===== config.mk =====
export PLATFORM = sky130hd
export DESIGN_NAME = led_pattern_sequencer
export DESIGN_NICKNAME = d
export VERILOG_FILES = /design/src/rtl/led_pattern_sequencer.sv
export SDC_FILE = /design/constraint.sdc
export NUM_CORES = 1
export LEC_CHECK = 0
export CAP_MARGIN = 5
export CORE_UTILIZATION = 30
export CTS_CLUSTER_DIAMETER = 100
export CTS_CLUSTER_SIZE = 8
export DETAILED_ROUTE_END_ITERATION = 10
export GPL_ROUTABILITY_DRIVEN = 0
export MAX_ROUTING_LAYER = met4
export PLACE_DENSITY = 0.55
export RECOVER_POWER = 25
export SLEW_MARGIN = 40
export SYNTH_ARGS = -nofsm -noshare
export SYNTH_HDL_FRONTEND = slang
export SYNTH_SLANG_ARGS = --single-unit

===== constraint.sdc =====
create_clock -name clk -period 2.6 [get_ports clk]
set_clock_uncertainty 0.15 [all_clocks]
set_input_delay 0.39 -clock clk [delete_from_list [all_inputs] [get_ports clk]]
set_output_delay 0.39 -clock clk [all_outputs]
set_load 0.005 [all_outputs]

===== src/rtl/led_pattern_sequencer.sv =====
// led_pattern_sequencer
//   Runs a PWM "breathing" brightness envelope and sequences it across
//   N_LED outputs. The envelope ramps the duty from DUTY_MIN up to DUTY_MAX
//   and back down, advancing by one step every STEP_CYCLES clocks.
//   Modes: 0 off, 1 all LEDs breathe in unison, 2 single-LED chase,
//   3 ping-pong chase.
//
// Ports
//   clk         in   system clock, all logic on posedge
//   rst         in   asynchronous reset, active-high
//   en          in   1 = run; 0 = freeze sequencing with LEDs dark
//   mode[1:0]   in   pattern select, sampled only on mode_load
//   mode_load   in   1-cycle pulse: latch mode and restart the pattern
//   led_out     out  registered LED drive, 1 = on
//   active_ch   out  channel currently breathing (0 in modes 0/1)
//   cycle_done  out  1-cycle pulse at the end of each full pattern cycle
module led_pattern_sequencer #(
  parameter int N_LED       = 8,
  parameter int PWM_PERIOD  = 100,
  parameter int STEP_CYCLES = 5000000,
  parameter int DUTY_MIN    = 1,
  parameter int DUTY_MAX    = 50,
  localparam int CH_W       = (N_LED > 1) ? $clog2(N_LED) : 1
) (
  input  logic             clk,
  input  logic             rst,
  input  logic             en,
  input  logic [1:0]       mode,
  input  logic             mode_load,
  output logic [N_LED-1:0] led_out,
  output logic [CH_W-1:0]  active_ch,
  output logic             cycle_done
);

  // pwm_cnt shares the duty width so the compare needs no extension.
  localparam int DUTY_W = $clog2(PWM_PERIOD + 1);
  localparam int STEP_W = (STEP_CYCLES > 1) ? $clog2(STEP_CYCLES) : 1;

  localparam logic [DUTY_W-1:0] PWM_LAST   = DUTY_W'(PWM_PERIOD - 1);
  localparam logic [STEP_W-1:0] STEP_LAST  = STEP_W'(STEP_CYCLES - 1);
  localparam logic [DUTY_W-1:0] DUTY_MIN_V = DUTY_W'(DUTY_MIN);
  localparam logic [DUTY_W-1:0] DUTY_MAX_V = DUTY_W'(DUTY_MAX);
  localparam logic [CH_W-1:0]   CH_LAST    = CH_W'(N_LED - 1);

  typedef enum logic [1:0] {
    IDLE      = 2'd0,
    RAMP_UP   = 2'd1,
    RAMP_DOWN = 2'd2,
    ADVANCE   = 2'd3
  } state_t;

  state_t              state;
  logic [1:0]          mode_reg;
  logic [DUTY_W-1:0]   duty;
  logic [DUTY_W-1:0]   pwm_cnt;
  logic [STEP_W-1:0]   step_cnt;
  logic [CH_W-1:0]     ch;
  logic                dir_up;

  logic                step_tick;
  logic                on_p0;
  logic [N_LED-1:0]    led_nxt;
  logic [CH_W-1:0]     ch_nxt;
  logic                dir_nxt;
  logic                wrap_nxt;

  assign step_tick = en && (step_cnt == STEP_LAST);
  assign active_ch = ch;

  // Stage 0: PWM compare and per-channel gating, registered into led_out.
  assign on_p0 = (pwm_cnt < duty);

  always_comb begin
    led_nxt = '0;
    for (int i = 0; i < N_LED; i++) begin
      if (mode_reg == 2'd1)
        led_nxt[i] = on_p0;
      else if (mode_reg[1])
        led_nxt[i] = on_p0 && (ch == CH_W'(i));
    end
  end

  // Next channel taken on leaving ADVANCE. wrap_nxt marks the end of a full
  // pattern cycle (back at channel 0).
  always_comb begin
    ch_nxt   = ch;
    dir_nxt  = dir_up;
    wrap_nxt = 1'b0;
    if (N_LED == 1) begin
      ch_nxt   = '0;
      wrap_nxt = 1'b1;
    end else if (mode_reg == 2'd2) begin
      if (ch == CH_LAST) begin
        ch_nxt   = '0;
        wrap_nxt = 1'b1;
      end else begin
        ch_nxt = ch + CH_W'(1);
      end
    end else begin
      // Ping-pong: bounce off the ends, reversing direction there.
      if (dir_up) begin
        if (ch == CH_LAST) begin
          dir_nxt = 1'b0;
          ch_nxt  = ch - CH_W'(1);
        end else begin
          ch_nxt = ch + CH_W'(1);
        end
      end else begin
        if (ch == '0) begin
          dir_nxt = 1'b1;
          ch_nxt  = ch + CH_W'(1);
        end else begin
          ch_nxt = ch - CH_W'(1);
        end
      end
      wrap_nxt = (ch_nxt == '0);
    end
  end

  always_ff @(posedge clk or posedge rst) begin
    if (rst) begin
      mode_reg   <= 2'd0;
      state      <= IDLE;
      duty       <= '0;
      step_cnt   <= '0;
      pwm_cnt    <= '0;
      ch         <= '0;
      dir_up     <= 1'b1;
      led_out    <= '0;
      cycle_done <= 1'b0;
    end else if (mode_load) begin
      // A load wins over any coincident tick or ADVANCE.
      mode_reg   <= mode;
      state      <= IDLE;
      duty       <= '0;
      step_cnt   <= '0;
      pwm_cnt    <= '0;
      ch         <= '0;
      dir_up     <= 1'b1;
      led_out    <= '0;
      cycle_done <= 1'b0;
    end else if (!en) begin
      // Freeze everything except the outputs, which go dark.
      led_out    <= '0;
      cycle_done <= 1'b0;
    end else begin
      led_out    <= led_nxt;
      cycle_done <= 1'b0;

      // Counters run in every active state, held at zero in IDLE.
      if (state != IDLE) begin
        pwm_cnt  <= (pwm_cnt == PWM_LAST) ? '0 : pwm_cnt + DUTY_W'(1);
        step_cnt <= (step_cnt == STEP_LAST) ? '0 : step_cnt + STEP_W'(1);
      end

      case (state)
        IDLE: begin
          if (mode_reg != 2'd0) begin
            state <= RAMP_UP;
            duty  <= DUTY_MIN_V;
          end
        end
        RAMP_UP: begin
          if (step_tick) begin
            if (duty < DUTY_MAX_V)
              duty <= duty + DUTY_W'(1);
            else
              state <= RAMP_DOWN;
          end
        end
        RAMP_DOWN: begin
          if (step_tick) begin
            if (duty > DUTY_MIN_V) begin
              duty <= duty - DUTY_W'(1);
            end else if (mode_reg == 2'd1) begin
              state      <= RAMP_UP;
              cycle_done <= 1'b1;
            end else begin
              state <= ADVANCE;
            end
          end
        end
        ADVANCE: begin
          ch         <= ch_nxt;
          dir_up     <= dir_nxt;
          cycle_done <= wrap_nxt;
          state      <= RAMP_UP;
        end
        default: state <= IDLE;
      endcase
    end
  end

endmodule


**Yosys cells after proc, flatten, opt, wreduce, memory -nomap -nowiden**

Cells that the tools add are included.

- Memory bits (writable): 0
- ROM bits: 0
- Memories: 0
- Register bits: 54
- Logic and storage cells: 130
- Latch bits: 0
- Output and inout bits: 12

- Equal/unequal tests: 22
- Add/subtract/negate cells: 6
- $lt $le $gt $ge: 3
- Div/mod/pow operators: 0
- Shifts and indexed selects: 0
- Bitwise logic cells: 0
- Reductions and logical operators: 23
- Multiplexer cells: 67
- Multipliers: 0

Operators with widths:

| cell | number |
|---|---|
| 2-to-1 mux 23 bit | 4 |
| 2-to-1 mux 7 bit | 11 |
| 2-to-1 mux 1 bit | 30 |
| 2-to-1 mux 3 bit | 9 |
| adder 23 x 1 -> 23 bit (second input constant) | 1 |
| equality test 23 bit (second input constant) | 1 |
| != test 3 bit (second input constant) | 7 |
| case mux 7 bit (3 select lines) | 1 |
| 2-to-1 mux 2 bit | 8 |
| 2-to-1 mux 8 bit | 2 |
| adder 7 x 1 -> 7 bit (second input constant) | 2 |
| equality test 3 bit (second input constant) | 4 |
| nonzero test 2 bit | 5 |
| logical AND 1 bit | 9 |
| case mux 2 bit (4 select lines) | 1 |
| equality test 7 bit (second input constant) | 1 |
| greater-than comparator 7 x 1 -> 1 bit (second input constant) | 1 |
| less-than comparator 7 x 6 -> 1 bit (second input constant) | 1 |
| less-than comparator 7 bit | 1 |
| AND reduction 7 bit | 1 |
| subtractor 7 x 1 -> 7 bit (second input constant) | 1 |
| equality test 2 bit (second input constant) | 3 |
| equality test 3 x 2 -> 1 bit (second input constant) | 2 |
| zero test 3 bit | 2 |
| other kinds (11) | 13 |

**Depth between registers and ports, before layout**

- Depth in word-level cells: 9
- Mapped depth: 8
- Gate-level depth less buffers: 8

**Least setup slack after synthesis**

Ideal clock, no wire load.

- Path kind: register to register
- Start point: reg step_cnt[0]
- End point: reg state[0]
- Arrival time: 2.176 ns
- Clock period less this slack: 2.451 ns
- Setup time: 0.125 ns
- Path buffers: 0
- Path slack: 0.149 ns
- Stages on the path, launching flop included: 8
- Cells stage by stage: dfrtp_1 > ha_1 > nand3_1 > or4_4 > nor2_4 > o2111ai_1 > a221o_1 > mux2_4

- Longest elaborated chain between the ends: 4
- Elaborated cells on any way between the ends: 5
- Those cells by class: 3 x eq/ne; 2 x reduce/logical

Ends and longest elaborated chain:

| element | RTL line | text |
|---|---|---|
| start, declared | 56 | `logic [STEP_W-1:0] step_cnt;` |
| start signal, assigned | 153 | `step_cnt <= (step_cnt == STEP_LAST) ? '0 : step_cnt + STEP_W'(1);` |
| equality test 23 bit (*) | 67 | `assign step_tick = en && (step_cnt == STEP_LAST);` |
| logical AND 1 bit (*) | 67 |  |
| != test 3 bit (no source line) | - |  |
| AND reduction 6 bit (no source line) (*) | - |  |
| end signal, assigned | 123 | `state <= IDLE;` |
| end signal, assigned | 134 | `state <= IDLE;` |
| end signal, assigned | 159 | `state <= RAMP_UP;` |
| end, declared | 52 | `state_t state;` |

Every way passes the cells marked *; elsewhere a longest branch is shown, timed or not.
A chain may end at the register's enable or synchronous reset.

**Worst setup path in the final report**

- Start point: reg step_cnt[8]
- End point: reg state[0]

Same word-level chain as after synthesis.

==> impl_metrics.toml <==
[finish]
largestRegisters = "step_cnt (23), led_out (8)"
top_register = "step_cnt"
final_util_pct = 36.06
drive_gt1_share_pct = 10.54
largest_reg_flops = 23
final_cell_area_um2 = 3909
areaGrowthSynthToFinish_pct = 17.00
diodes = 0
fin_nets = 435
final_cells = 548

[detailed_routing]
dr_wl_met3_um = 265
dr.max_layer_used = "met4"
vias = 2926
wl_per_cell_um = 14.79
drc = 0
drt-total-wl_mm = 8.105
dr_wl_met2_mm = 3.834
drt-met1-wl_mm = 3.876
via_per_inst = 5.339
firstDrtPassIters = 5
first_iter_violations = 218
ant_nets = 0

[placement]
dp_cells = 538
dp_slack_ns = 0.08658
dp_hpwl_mm = 5.749
port_buffers = 17
postPlaceCellArea_um2 = 3796

[job]
maxCapViolCount = 0

[power]
p_leak_nw = 1.653
totalPowerFinal_mw = 1.720
p_per_area_nw_per_um2 = 440.1
ir_worst_vdd_uv = 187.5

[die]
die_x_um = 107.5
die_y_um = 107.5
initial_core_util_pct = 30.82
die_area_um2 = 11560
io_pins = 18
core-area_um2 = 10840
row_count = 38

[synth]
synth_largest_area_cell = "dfrtp_1"
syn_area_per_cell_um2 = 8.815
yosysWarningCount = 0
yosysSeqAreaShare_pct = 40.49
yosysTopAreaCellShare_pct = 39.70
synth_nets = 407
ys_seq_elements = 54
synth_area_leaders = "dfrtp_1 (40%), ha_1 (8.2%), o21ai_0 (4.9%)"
syn_area_um2 = 3341
synth_common_cells = "dfrtp_1 (53), nand2_1 (34), o21ai_0 (33)"
synth.most_common_cell = "dfrtp_1"
ys_async_sr_fraction_pct = 100.0
synth_ff_type = "dfrtp_1"
synth-edff-count = 0
ys_types = 55
syn_inst = 379

[sta]
fin_ws_ns = 0.1802
slew_violations = 0
setup_violations = 0
fin_setup_tns_ns = 0
fin_hold_ws_ns = 0.3594
final-hold-violation-count = 0
min_period_over_period_pct = 93.07
max_clock_freq_mhz = 413.3
period_needed_ns = 2.420
rsz0062_at_grt = "no"
slew_headroom_pct = 10.17
worstMarginPinSlew_ns = 1.347

[cts]
htreeDepth = 2
clock-sinks = 54
clockBufferDepth = 2
clk_latency_ns = 0.31
clk_pin_slew_worst_paths_ns = 0.11
cts_root_buf = "clkbuf_8"
numCtsBuffers = 5
cts_tree = "built"

[global_routing]
grt_pass1_vias = 2841
gr-usage-all-layers_pct = 15.60
grt_max_degree = 55
grt_pass1_wl_mm = 14.01
grt-ovfl-total = 0
antenna_found_initial = 0

[critical_path]
cp_cell_sequence = "nand4_1 > or4_4 > nor2_4 > o2111ai_1 > a221o_1 > mux2_4"
path_class = "flip-flop to flip-flop"
cp_slowest_stage_delay_ns = 0.57
crit_path_end_kind = "flip-flop"
worst_ep_required_time_ns = 2.65
cp-start-kind = "flip-flop"
crit_path_max_fanout = 6
critPathSlowestCell = "or4_4"
cp_num_buf_inv = 0
cpLargestDelayFamily = "simple AND/OR/NAND/NOR gates"
arrival_ns = 2.47

[status]
status = "complete, no violations"

[hold_path]
hold_class = "flip-flop to flip-flop"
-- path summary, 6_finish.rpt --
path | startpoint | to | slack, ns | cells after the start
max in group asynchronous | rst | duty[4] | 0.68 | 3
min reg2reg | step_cnt[19] | step_cnt[19] | 0.36 | 1
max reg2reg | step_cnt[8] | state[0] | 0.18 | 6
max | step_cnt[8] | state[0] | 0.18 | 6
min | step_cnt[19] | step_cnt[19] | 0.36 | 1
min in group asynchronous | rst | pwm_cnt[4] | 0.83 | 3
-- kinds of logic (layout without fill, tap and decap cells) --
| kind of cell | Yosys count | after routing | synth area share [%] |
|---|---|---|---|
| flops | 54 | 54 | 40.49 |
| fa+ha+maj | 22 | 22 | 8.240 |
| buf+inv | 37 | 66 | 4.194 |
| xor+xnor | 8 | 8 | 2.097 |
| mux | 9 | 9 | 2.959 |
| compound gates | 117 | 117 | 22.28 |
| simple gates | 132 | 132 | 19.74 |
-- layout make-up --
| class | instances | area [um2] |
|---|---|---|
| clock buffer | 7 | 96.34 |
| clock inverter | 1 | 8.758 |
| fill | 1120 | 6932 |
| inverter | 18 | 67.56 |
| multi-input combinational | 288 | 1856 |
| sequential | 54 | 1353 |
| tap | 140 | 175.2 |
| timing repair buffer | 40 | 352.8 |
-- per-layer routing --
metal / GRT usage [%] / vias to the layer above
li1: - / 1437
met1: 20.73 / 1416
met2: 24.50 / 65
met3: 1.937 / 8
met4: 5.479 / 0
met5: - / -
-- what timing repair did --
action                                  in CTS  in global routing
buffers inserted                             0                  2
resized for setup                            0                  1
endpoints found under the setup margin       0                  2
hold buffers                                 0                  0
-- cells in the final DEF (no fill, tap or decap), types with 3 or more instances in the layout --
master,synthesis,routed
a21o_1,3,3
a21oi_1,23,23
a22oi_1,3,3
a311oi_1,3,3
a31oi_1,9,9
and3_1,10,10
buf_4,0,21
clkbuf_8,0,7
clkdlybuf4s50_1,0,16
dfrtp_1,53,53
ha_1,22,22
inv_1,18,17
mux2_2,3,3
mux2i_1,5,5
nand2_1,34,34
nand2b_1,7,7
nand3_1,13,13
nand4_1,5,5
nor2_1,29,29
nor2b_1,9,9
nor3_1,10,10
nor4_1,3,3
o21ai_0,33,33
o21ai_1,5,5
o22ai_1,3,3
o31ai_1,11,11
o41ai_1,4,3
xor2_1,6,6
-- power by group --
part           switching (mW)  internal [mW]
clock                   0.291          0.245
combinational           0.172          0.123
sequential             0.0273          0.862
total                   0.490           1.23
(Power assumes the default switching activity.)
